==> src/rtl/seg_scan_ctrl_pkg.sv <==
// Shared definitions for the 7-segment scan controller: state encodings and
// default slot timing.
package seg_scan_ctrl_pkg;

  localparam logic [1:0] S_IDLE  = 2'd0;
  localparam logic [1:0] S_BLANK = 2'd1;
  localparam logic [1:0] S_SHOW  = 2'd2;

  localparam int DEF_DIV       = 50000;
  localparam int DEF_BLANK_CYC = 2000;

endpackage

==> src/rtl/seg_scan_timer.sv <==
// Slot counter: runs 0..DIV-1 across one digit slot and flags the end of the
// blanking interval and the end of the slot.
module seg_scan_timer
  import seg_scan_ctrl_pkg::*;
#(
  parameter int DIV       = DEF_DIV,
  parameter int BLANK_CYC = DEF_BLANK_CYC
) (
  input  logic CLK,
  input  logic RST,
  input  logic clr_i,
  output logic blank_done_o,
  output logic slot_done_o
);

  localparam int CW = $clog2(DIV);
  localparam logic [CW-1:0] SLOT_LAST  = CW'(DIV - 1);
  localparam logic [CW-1:0] BLANK_LAST = CW'(BLANK_CYC - 1);

  logic [CW-1:0] cnt_q, cnt_d;

  assign blank_done_o = (cnt_q == BLANK_LAST);
  assign slot_done_o  = (cnt_q == SLOT_LAST);

  always_comb begin
    cnt_d = cnt_q + CW'(1);
    if (clr_i || slot_done_o) cnt_d = '0;
  end

  always_ff @(posedge CLK) begin
    if (RST) cnt_q <= '0;
    else     cnt_q <= cnt_d;
  end

endmodule

==> src/rtl/seg_scan_ctrl.sv <==
// Time-multiplexed scan controller for an N-digit common-anode 7-segment
// display with double-buffered value, per-slot blanking and leading-zero blanking.
module seg_scan_ctrl
  import seg_scan_ctrl_pkg::*;
#(
  parameter int N_DIG     = 4,
  parameter int DIV       = DEF_DIV,
  parameter int BLANK_CYC = DEF_BLANK_CYC
) (
  input  logic               CLK,
  input  logic               RST,
  input  logic               EN,
  input  logic               LOAD,
  input  logic [4*N_DIG-1:0] VALUE,
  input  logic [N_DIG-1:0]   DP_IN,
  input  logic               LZS,
  output logic [3:0]         NUM,
  output logic               DP,
  output logic [N_DIG-1:0]   AN,
  output logic               FRAME,
  output logic               PENDING
);

  localparam int IW = (N_DIG > 1) ? $clog2(N_DIG) : 1;
  localparam logic [IW-1:0] IDX_LAST = IW'(N_DIG - 1);

  logic [1:0]               state_q, state_d;
  logic [IW-1:0]            idx_q, idx_d;
  logic [N_DIG-1:0][3:0]    sh_val_q, sh_val_d, dsp_val_q, dsp_val_d;
  logic [N_DIG-1:0]         sh_dp_q, sh_dp_d, dsp_dp_q, dsp_dp_d;
  logic [N_DIG-1:0]         an_q, an_d;
  logic [3:0]               num_q, num_d;
  logic                     dp_q, dp_d, frame_q, frame_d, pend_q, pend_d;
  logic                     blank_done, slot_done, frame_start, supp;
  logic [N_DIG-1:0]         lead0;

  seg_scan_timer #(.DIV(DIV), .BLANK_CYC(BLANK_CYC)) u_timer (
    .CLK          (CLK),
    .RST          (RST),
    .clr_i        ((state_q == S_IDLE) || !EN),
    .blank_done_o (blank_done),
    .slot_done_o  (slot_done)
  );

  // lead0[i]: display digits N_DIG-1..i are all zero
  for (genvar i = 0; i < N_DIG; i++) begin : g_lz
    if (i == N_DIG - 1) begin : g_top
      assign lead0[i] = (dsp_val_d[i] == 4'd0);
    end else begin : g_low
      assign lead0[i] = (dsp_val_d[i] == 4'd0) && lead0[i+1];
    end
  end

  always_comb begin
    state_d     = state_q;
    idx_d       = idx_q;
    frame_start = 1'b0;
    if (!EN) begin
      state_d = S_IDLE;
      idx_d   = '0;
    end else begin
      case (state_q)
        S_IDLE: begin
          state_d     = S_BLANK;
          idx_d       = '0;
          frame_start = 1'b1;
        end
        S_BLANK: if (blank_done) state_d = S_SHOW;
        S_SHOW: if (slot_done) begin
          state_d     = S_BLANK;
          idx_d       = (idx_q == IDX_LAST) ? '0 : idx_q + IW'(1);
          frame_start = (idx_q == IDX_LAST);
        end
        default: begin
          state_d = S_IDLE;
          idx_d   = '0;
        end
      endcase
    end
  end

  // A LOAD coinciding with a frame start still lets the old shadow transfer
  always_comb begin
    sh_val_d  = sh_val_q;
    sh_dp_d   = sh_dp_q;
    dsp_val_d = dsp_val_q;
    dsp_dp_d  = dsp_dp_q;
    pend_d    = pend_q;
    if (frame_start && pend_q) begin
      dsp_val_d = sh_val_q;
      dsp_dp_d  = sh_dp_q;
      pend_d    = 1'b0;
    end
    if (LOAD) begin
      sh_val_d = VALUE;
      sh_dp_d  = DP_IN;
      pend_d   = 1'b1;
    end
  end

  assign supp = LZS && (idx_d != '0) && lead0[idx_d];

  always_comb begin
    an_d    = '1;
    num_d   = num_q;
    dp_d    = dp_q;
    frame_d = frame_start;
    if (state_d == S_SHOW && !supp) an_d[idx_d] = 1'b0;
    if (state_d == S_BLANK && state_q != S_BLANK) begin
      num_d = dsp_val_d[idx_d];
      dp_d  = dsp_dp_d[idx_d];
    end
  end

  always_ff @(posedge CLK) begin
    if (RST) begin
      state_q   <= S_IDLE;
      idx_q     <= '0;
      sh_val_q  <= '0;
      sh_dp_q   <= '0;
      dsp_val_q <= '0;
      dsp_dp_q  <= '0;
      pend_q    <= 1'b0;
      an_q      <= '1;
      num_q     <= 4'd0;
      dp_q      <= 1'b0;
      frame_q   <= 1'b0;
    end else begin
      state_q   <= state_d;
      idx_q     <= idx_d;
      sh_val_q  <= sh_val_d;
      sh_dp_q   <= sh_dp_d;
      dsp_val_q <= dsp_val_d;
      dsp_dp_q  <= dsp_dp_d;
      pend_q    <= pend_d;
      an_q      <= an_d;
      num_q     <= num_d;
      dp_q      <= dp_d;
      frame_q   <= frame_d;
    end
  end

  assign AN      = an_q;
  assign NUM     = num_q;
  assign DP      = dp_q;
  assign FRAME   = frame_q;
  assign PENDING = pend_q;

endmodule

==> config.mk <==
export PLATFORM = sky130hd
export DESIGN_NAME = seg_scan_ctrl
export DESIGN_NICKNAME = d
export VERILOG_FILES = /design/src/rtl/seg_scan_ctrl_pkg.sv /design/src/rtl/seg_scan_timer.sv /design/src/rtl/seg_scan_ctrl.sv
export SDC_FILE = /design/constraint.sdc
export NUM_CORES = 1
export LEC_CHECK = 0
export CORE_MARGIN = 3
export CORE_UTILIZATION = 49
export CTS_CLUSTER_DIAMETER = 150
export DETAILED_ROUTE_END_ITERATION = 10
export PLACE_DENSITY = 0.85
export SYNTH_ARGS = -nofsm -noshare
export SYNTH_HDL_FRONTEND = slang
export SYNTH_HIERARCHICAL = 1
export SYNTH_SLANG_ARGS = --single-unit
export TNS_END_PERCENT = 10
==> constraint.sdc <==
create_clock -name CLK -period 2.5 [get_ports CLK]
set_input_delay 0.375 -clock CLK [delete_from_list [all_inputs] [get_ports CLK]]
set_output_delay 0.375 -clock CLK [all_outputs]
set_load 0.005 [all_outputs]
After elaboration in Yosys (flattened, before gate mapping)
Cells that the tools add are included.
{"block": "totals", "regBits": 71, "elab_cells": 77, "in_bits": 25, "out_inout_bits": 11}
{"block": "op_classes", "mux": 23, "magnitude_cmp": 2, "bitwise_logic": 2, "n_reduce_logical": 22, "eq_ne": 8, "n_addsub": 2}
{"operator": "adder 16 x 1 -> 16 bit (second input constant)", "count": 1}
{"operator": "equality test 16 x 11 -> 1 bit (second input constant)", "count": 1}
{"operator": "equality test 16 bit (second input constant)", "count": 1}
{"operator": "zero test 4 bit", "count": 4}
{"operator": "2-to-1 mux 16 bit", "count": 1}
{"operator": "2-to-1 mux 2 bit", "count": 6}
{"operator": "logical AND 1 bit", "count": 9}
{"operator": "binary-select mux 4 bit (select 2 bit)", "count": 1}
{"operator": "2-to-1 mux 4 bit", "count": 2}
{"operator": "2-to-1 mux 1 bit", "count": 7}
{"operator": "equality test 2 bit (second input constant)", "count": 3}
{"operator": "one-hot mux 2 bit (3 select lines)", "count": 1}
{"operator": "binary-select mux 1 bit (select 2 bit)", "count": 2}
{"operator": "equality test 2 x 1 -> 1 bit (second input constant)", "count": 2}
{"operator": "inverter 4 bit", "count": 1}
{"operator": "one-hot mux 2 bit (2 select lines)", "count": 1}
{"operator": "nonzero test 2 bit", "count": 2}
{"operator": "OR reduction 2 bit", "count": 2}
{"operator": "less-than comparator 2 x 3 -> 1 bit (second input constant)", "count": 1}
{"operator": "adder 2 x 1 -> 2 bit (second input constant)", "count": 1}
{"operator": "demux 1 bit (select 2 bit)", "count": 1}
{"operator": ">= comparator 2 x 1 -> 1 bit (second input constant)", "count": 1}
{"operator": "zero test 1 bit", "count": 2}
{"operator": "zero test 2 bit", "count": 1}
{"operator": "other kinds (4)", "count": 5}

Longest topological paths before layout
{"block": "depth", "word_depth": 17, "ltp_mapped": 10, "mapped_depth_nobuf": 9}

Hierarchy
The synthesis kept the hierarchy.
{"module": "seg_scan_ctrl", "area_per_inst_um2": 2447.3, "n_inst": 1, "seq_area_each_um2": 1101.1, "cells_per_inst": 259}
{"module": "seg_scan_timer", "area_per_inst_um2": 817.0, "n_inst": 1, "seq_area_each_um2": 320.3, "cells_per_inst": 82}

Least setup slack after synthesis
OpenSTA, ideal clock, no wires.
{"block": "synth_timing", "path_type": "reg2reg", "startpoint": "register u_timer.cnt_q[0]", "endpoint": "register num_q[3], in the netlist NUM[3]", "n_path_buf": 2, "required_time_ps": 2409, "t_arrival_ps": 2410, "path_stages_with_launch": 11, "setup_ps": 91, "setup_slack_ps": -1, "synth_period_minus_slack_ps": 2501, "cell_sequence": "dfxtp_1 > ha_1 > and3_1 > and4_4 > a21oi_1 > a311o_1 > buf_6 > buf_8 > mux2i_1 > a221o_1 > a311oi_1"}
{"block": "synth_via", "elab_chain_len": 8, "elab_cells_between_ends": 18, "classes_between": "3 x eq/ne; 13 x mux; 2 x reduce/logical"}
{"element": "start: declaration", "line_no": "seg_scan_timer.sv:20", "source": "logic [CW-1:0] cnt_q, cnt_d;"}
{"element": "start signal: assignment", "line_no": "seg_scan_timer.sv:32", "source": "else cnt_q <= cnt_d;"}
{"element": "equality test 16 bit *", "line_no": "seg_scan_timer.sv:23", "source": "assign slot_done_o = (cnt_q == SLOT_LAST);"}
{"element": "net slot_done", "line_no": "seg_scan_ctrl.sv:34", "source": "logic blank_done, slot_done, frame_start, supp;"}
{"element": "2-to-1 mux 1 bit", "line_no": "seg_scan_ctrl.sv:69", "source": "S_SHOW: if (slot_done) begin"}
{"element": "one-hot mux 1 bit (2 select lines)", "line_no": "seg_scan_ctrl.sv:62", "source": "case (state_q)"}
{"element": "2-to-1 mux 1 bit", "line_no": "seg_scan_ctrl.sv:58", "source": "if (!EN) begin"}
{"element": "logical AND 1 bit", "line_no": "seg_scan_ctrl.sv:89", "source": "if (frame_start && pend_q) begin"}
{"element": "2-to-1 mux 16 bit", "line_no": "seg_scan_ctrl.sv:89"}
{"element": "binary-select mux 4 bit (select 2 bit)", "line_no": "seg_scan_ctrl.sv:110", "source": "num_d = dsp_val_d[idx_d];"}
{"element": "2-to-1 mux 4 bit (implied by the code)", "line_no": "seg_scan_ctrl.sv:110"}
{"element": "end signal: assignment", "line_no": "seg_scan_ctrl.sv:137", "source": "num_q <= num_d;"}
{"element": "end: declaration", "line_no": "seg_scan_ctrl.sv:32", "source": "logic [3:0] num_q, num_d;"}
Mark *: on every way through the listed nets, which the timed path passes. The rest lies on a longest branch. The select of a mux whose other input is x is not followed.
A chain may end at the register's enable or synchronous reset.

Final worst setup path
{"block": "layout_timing", "startpoint": "register u_timer.cnt_q[15]", "endpoint": "register dp_q, in the netlist DP"}
{"block": "layout_via", "elab_chain_len": 8, "elab_cells_between_ends": 18, "classes_between": "3 x eq/ne; 13 x mux; 2 x reduce/logical"}
{"element": "equality test 16 bit *", "line_no": "seg_scan_timer.sv:23"}
{"element": "net slot_done", "line_no": "seg_scan_ctrl.sv:34"}
{"element": "2-to-1 mux 1 bit", "line_no": "seg_scan_ctrl.sv:69"}
{"element": "one-hot mux 1 bit (2 select lines)", "line_no": "seg_scan_ctrl.sv:62"}
{"element": "2-to-1 mux 1 bit", "line_no": "seg_scan_ctrl.sv:58"}
{"element": "logical AND 1 bit", "line_no": "seg_scan_ctrl.sv:89"}
{"element": "2-to-1 mux 4 bit", "line_no": "seg_scan_ctrl.sv:89"}
{"element": "binary-select mux 1 bit (select 2 bit)", "line_no": "seg_scan_ctrl.sv:111", "source": "dp_d = dsp_dp_d[idx_d];"}
{"element": "2-to-1 mux 1 bit (implied by the code)", "line_no": "seg_scan_ctrl.sv:111"}
{"element": "end signal: assignment", "line_no": "seg_scan_ctrl.sv:138", "source": "dp_q <= dp_d;"}
{"element": "end: declaration", "line_no": "seg_scan_ctrl.sv:33", "source": "logic dp_q, dp_d, frame_q, frame_d, pend_q, pend_d;"}
Marks and branches as above.

==> results by group <==
Global route
  – Vias in the first global route: about 2.5k
  – Largest net degree at the start of global routing: 52
  – Total track usage: 0.196
  – First-pass GRT wire length: 11.7 mm
  – GR Overflow Total: 0
  – Antenna violations before repair: 0

Critical path
  – WP data required: 2770 ps
  – Crit end category: register
  – Arrival @ worst endpoint: 2690 ps
  – Crit path max fanout: 5
  – CP Class: reg -> reg
  – Worst setup SP type: register

Timing
  – RSZ-0062 raised after global routing: true
  – Finish-stage setup viols: 0
  – Crit share post-route: 0.970
  – FMAX: between 400 and 500 MHz
  – Min Hold Slack: ~220 ps
  – Layout Skew: 14.1 ps
  – Max-slew violation count: 0
  – Final Hold Vio Count: 0
  – Slew Limit Headroom: 0.624
  – Worst-Margin Slew: 560 ps
  – Crit path time final: 2430 ps

Synthesis
  – Mean Syn Cell Area: ~9.6 µm²
  – Yosys cell types: 50
  – Post-synthesis cell count: 341
  – Count of flip-flops with a built-in enable after synthesis: 0
  – Syn. warnings: 6
  – Ys flop type: dfxtp_1
  – Count leader, synth: dfxtp_1
  – Mapped Nets: 372
  – Yosys top cell by area: dfxtp_1
  – Top post-synthesis cells by area: dfxtp_1, mux2i_1, nand2_1
  – Post-Syn Area: 0.00326 mm²
  – Synth top area share: 0.435
  – Sequential element share of the synthesized area: 0.435
  – Seq cells post-synth: 71
  – Asr flop ratio synth: 0
  – Most frequent cells after synthesis: dfxtp_1, nand2_1, nor2_1

Placed design
  – Post-DP HPWL: 5.12 mm
  – GP Congestion: 0.881
  – Port buffer count: 35
  – Post-DP Area: 0.00384 mm²

CTS
  – Clk buf depth: 2
  – Clk slew on worst S/H paths: 90 ps
  – Htree depth: 3
  – Later-pin clock latency in the skew report: 360 ps
  – Clk root buf: clkbuf_8
  – CTS tree: done
  – Hold_buf cts: 0
  – Clock Sinks: 71
  – Total CTS buffers: 9

Detailed routing
  – 1st-iter DRT viols: 229
  – Detailed-route via count: 2711
  – Drt pass-1 iters: 4
  – Drt via density: 5.62
  – WL/cell: 15.4 µm
  – DRT antenna net count: 0
  – Detailed Route WL: about 7.4 mm
  – DRC errors left: 0

Finish
  – Area delta synth->final: 25.4%
  – Layout cells sized above 1: 0.200
  – Final nets: approximately 430
  – Util after Layout: 0.641
  – Ant diodes: 0
  – Final instance area: 0.00409 mm²

Run status
  – Status: finished clean

Worst hold path
  – Worst hold path type: in -> reg

Run
  – Max Cap Viol: 0

Floorplanning
  – Number of I/O pins: 36
  – Die area: about 0.0077 mm²
  – Core area: between 0.006 and 0.007 mm²
  – Die H: 87.6 µm
  – Initial Utilization: 0.511
  – Die W: just under 90 µm
  – Core Rows: 29

Power and ir drop
  – Leakage power: 1.53 nW
  – Pwr dens: 557 mW/mm²
  – Max IR drop VDD: 436 µV
  – Total power draw: 0.00228 W
==> metrics by stage <==
stage | instances | setup slack [ps] | setup TNS (ps)
after floorplan | 341 | 6.91 | 0
after CTS | 481 | 12.4 | 0
after global routing | 482 | -27.9 | -62.6
after detailed placement | 465 | -165 | -681
final | 482 | 74.1 | 0
after global placement | 465 | -99.4 | -343
==> final timing paths <==
check | start | endpoint | slack [ps] | cells past startpoint
worst min-delay path | RST | state_q[1] | 220 | 2
worst max register to register | u_timer/cnt_q[15] | DP | 70 | 8
worst max-delay path | u_timer/cnt_q[15] | DP | 70 | 8
worst min register to register | dsp_val_q[3] | dsp_val_q[3] | 460 | 2
==> layer usage <==
metal | vias up | global-route usage | part of all wire | routed length, µm
met1 | 1246 | 0.251 | 0.42 | 3150
met3 | 12 | 0.0536 | 0.073 | 545
li1 | 1332 | - | - | -
met4 | 0 | 0.0614 | 0.011 | 85
met5 | - | 0 | 0 | 0
met2 | 121 | 0.323 | 0.49 | 3660
==> worst max-delay path: stages (launching register included) <==
cell      delay, ps
dfxtp_1         330
nor4bb_1        360
and4_4          310
a21oi_2          90
a311o_2         400
buf_6           150
mux2i_1         110
a221o_1         350
a311oi_1        250
==> sequential cells by signal, summed over array words and instances (netlist names) <==
register / count
dsp_val_q: 16
sh_val_q: 16
u_timer/cnt_q: 16
AN: 4
NUM: 4
dsp_dp_q: 4
sh_dp_q: 4
idx_q: 2
state_q: 2
DP: 1
FRAME: 1
PENDING: 1
==> cells by family after synthesis <==
group                      Yosys count  synth area share
and+or+nand+nor                    147             0.233
xor gates and xnor gates            14            0.0376
muxes                               35             0.146
AOI/OAI and AO/OA                   43            0.0824
buffers and inverters               25            0.0433
DFF                                 71             0.435
adders and majority gates            6            0.0230
==> layout make-up <==
class / count / area (µm²)
fill: 489 / 2290
multi-input combinational: 246 / 1770
sequential: 71 / 1420
timing repair buffer: 67 / 602
clock buffer: 9 / 124
tap: 77 / 96.3
clock inverter: 7 / 62.6
inverter: 5 / 18.8
==> cells in the final DEF (no fill, tap or decap), types with 3 or more instances in the layout <==
| cell | count |
|---|---|
| mux4_2 | 3 |
| mux2i_1 | 25 |
| inv_1 | 5 |
| nor3_1 | 5 |
| a311oi_1 | 3 |
| nand2_1 | 53 |
| nor4_1 | 9 |
| a211oi_1 | 3 |
| nand3_1 | 6 |
| clkbuf_8 | 9 |
| xnor2_1 | 12 |
| inv_6 | 3 |
| nor2_4 | 8 |
| dfxtp_1 | 70 |
| nand4_1 | 5 |
| nor2_1 | 40 |
| a21oi_1 | 26 |
| ha_1 | 5 |
| buf_4 | 30 |
| clkdlybuf4s50_1 | 34 |
| mux4_1 | 5 |
==> power breakdown <==
part / switching (W) / total (W) / internal (W)
Clock: 0.000488 / 0.000868 / 0.000380
Sequential: 0.0000340 / 0.00120 / 0.00117
Combinational: 0.0000991 / 0.000211 / 0.000112
Total: 0.000621 / 0.00228 / 0.00166
==> repair_timing <==
item | CTS | global route
hold endpoints to repair | 0 | 0
buffers inserted | 0 | 0
pin swaps | 1 | 3
resized for setup | 5 | 10
cloned | 0 | 1
setup endpoints to repair | 9 | 9
Note: power is estimated with default switching activity, not from simulation.
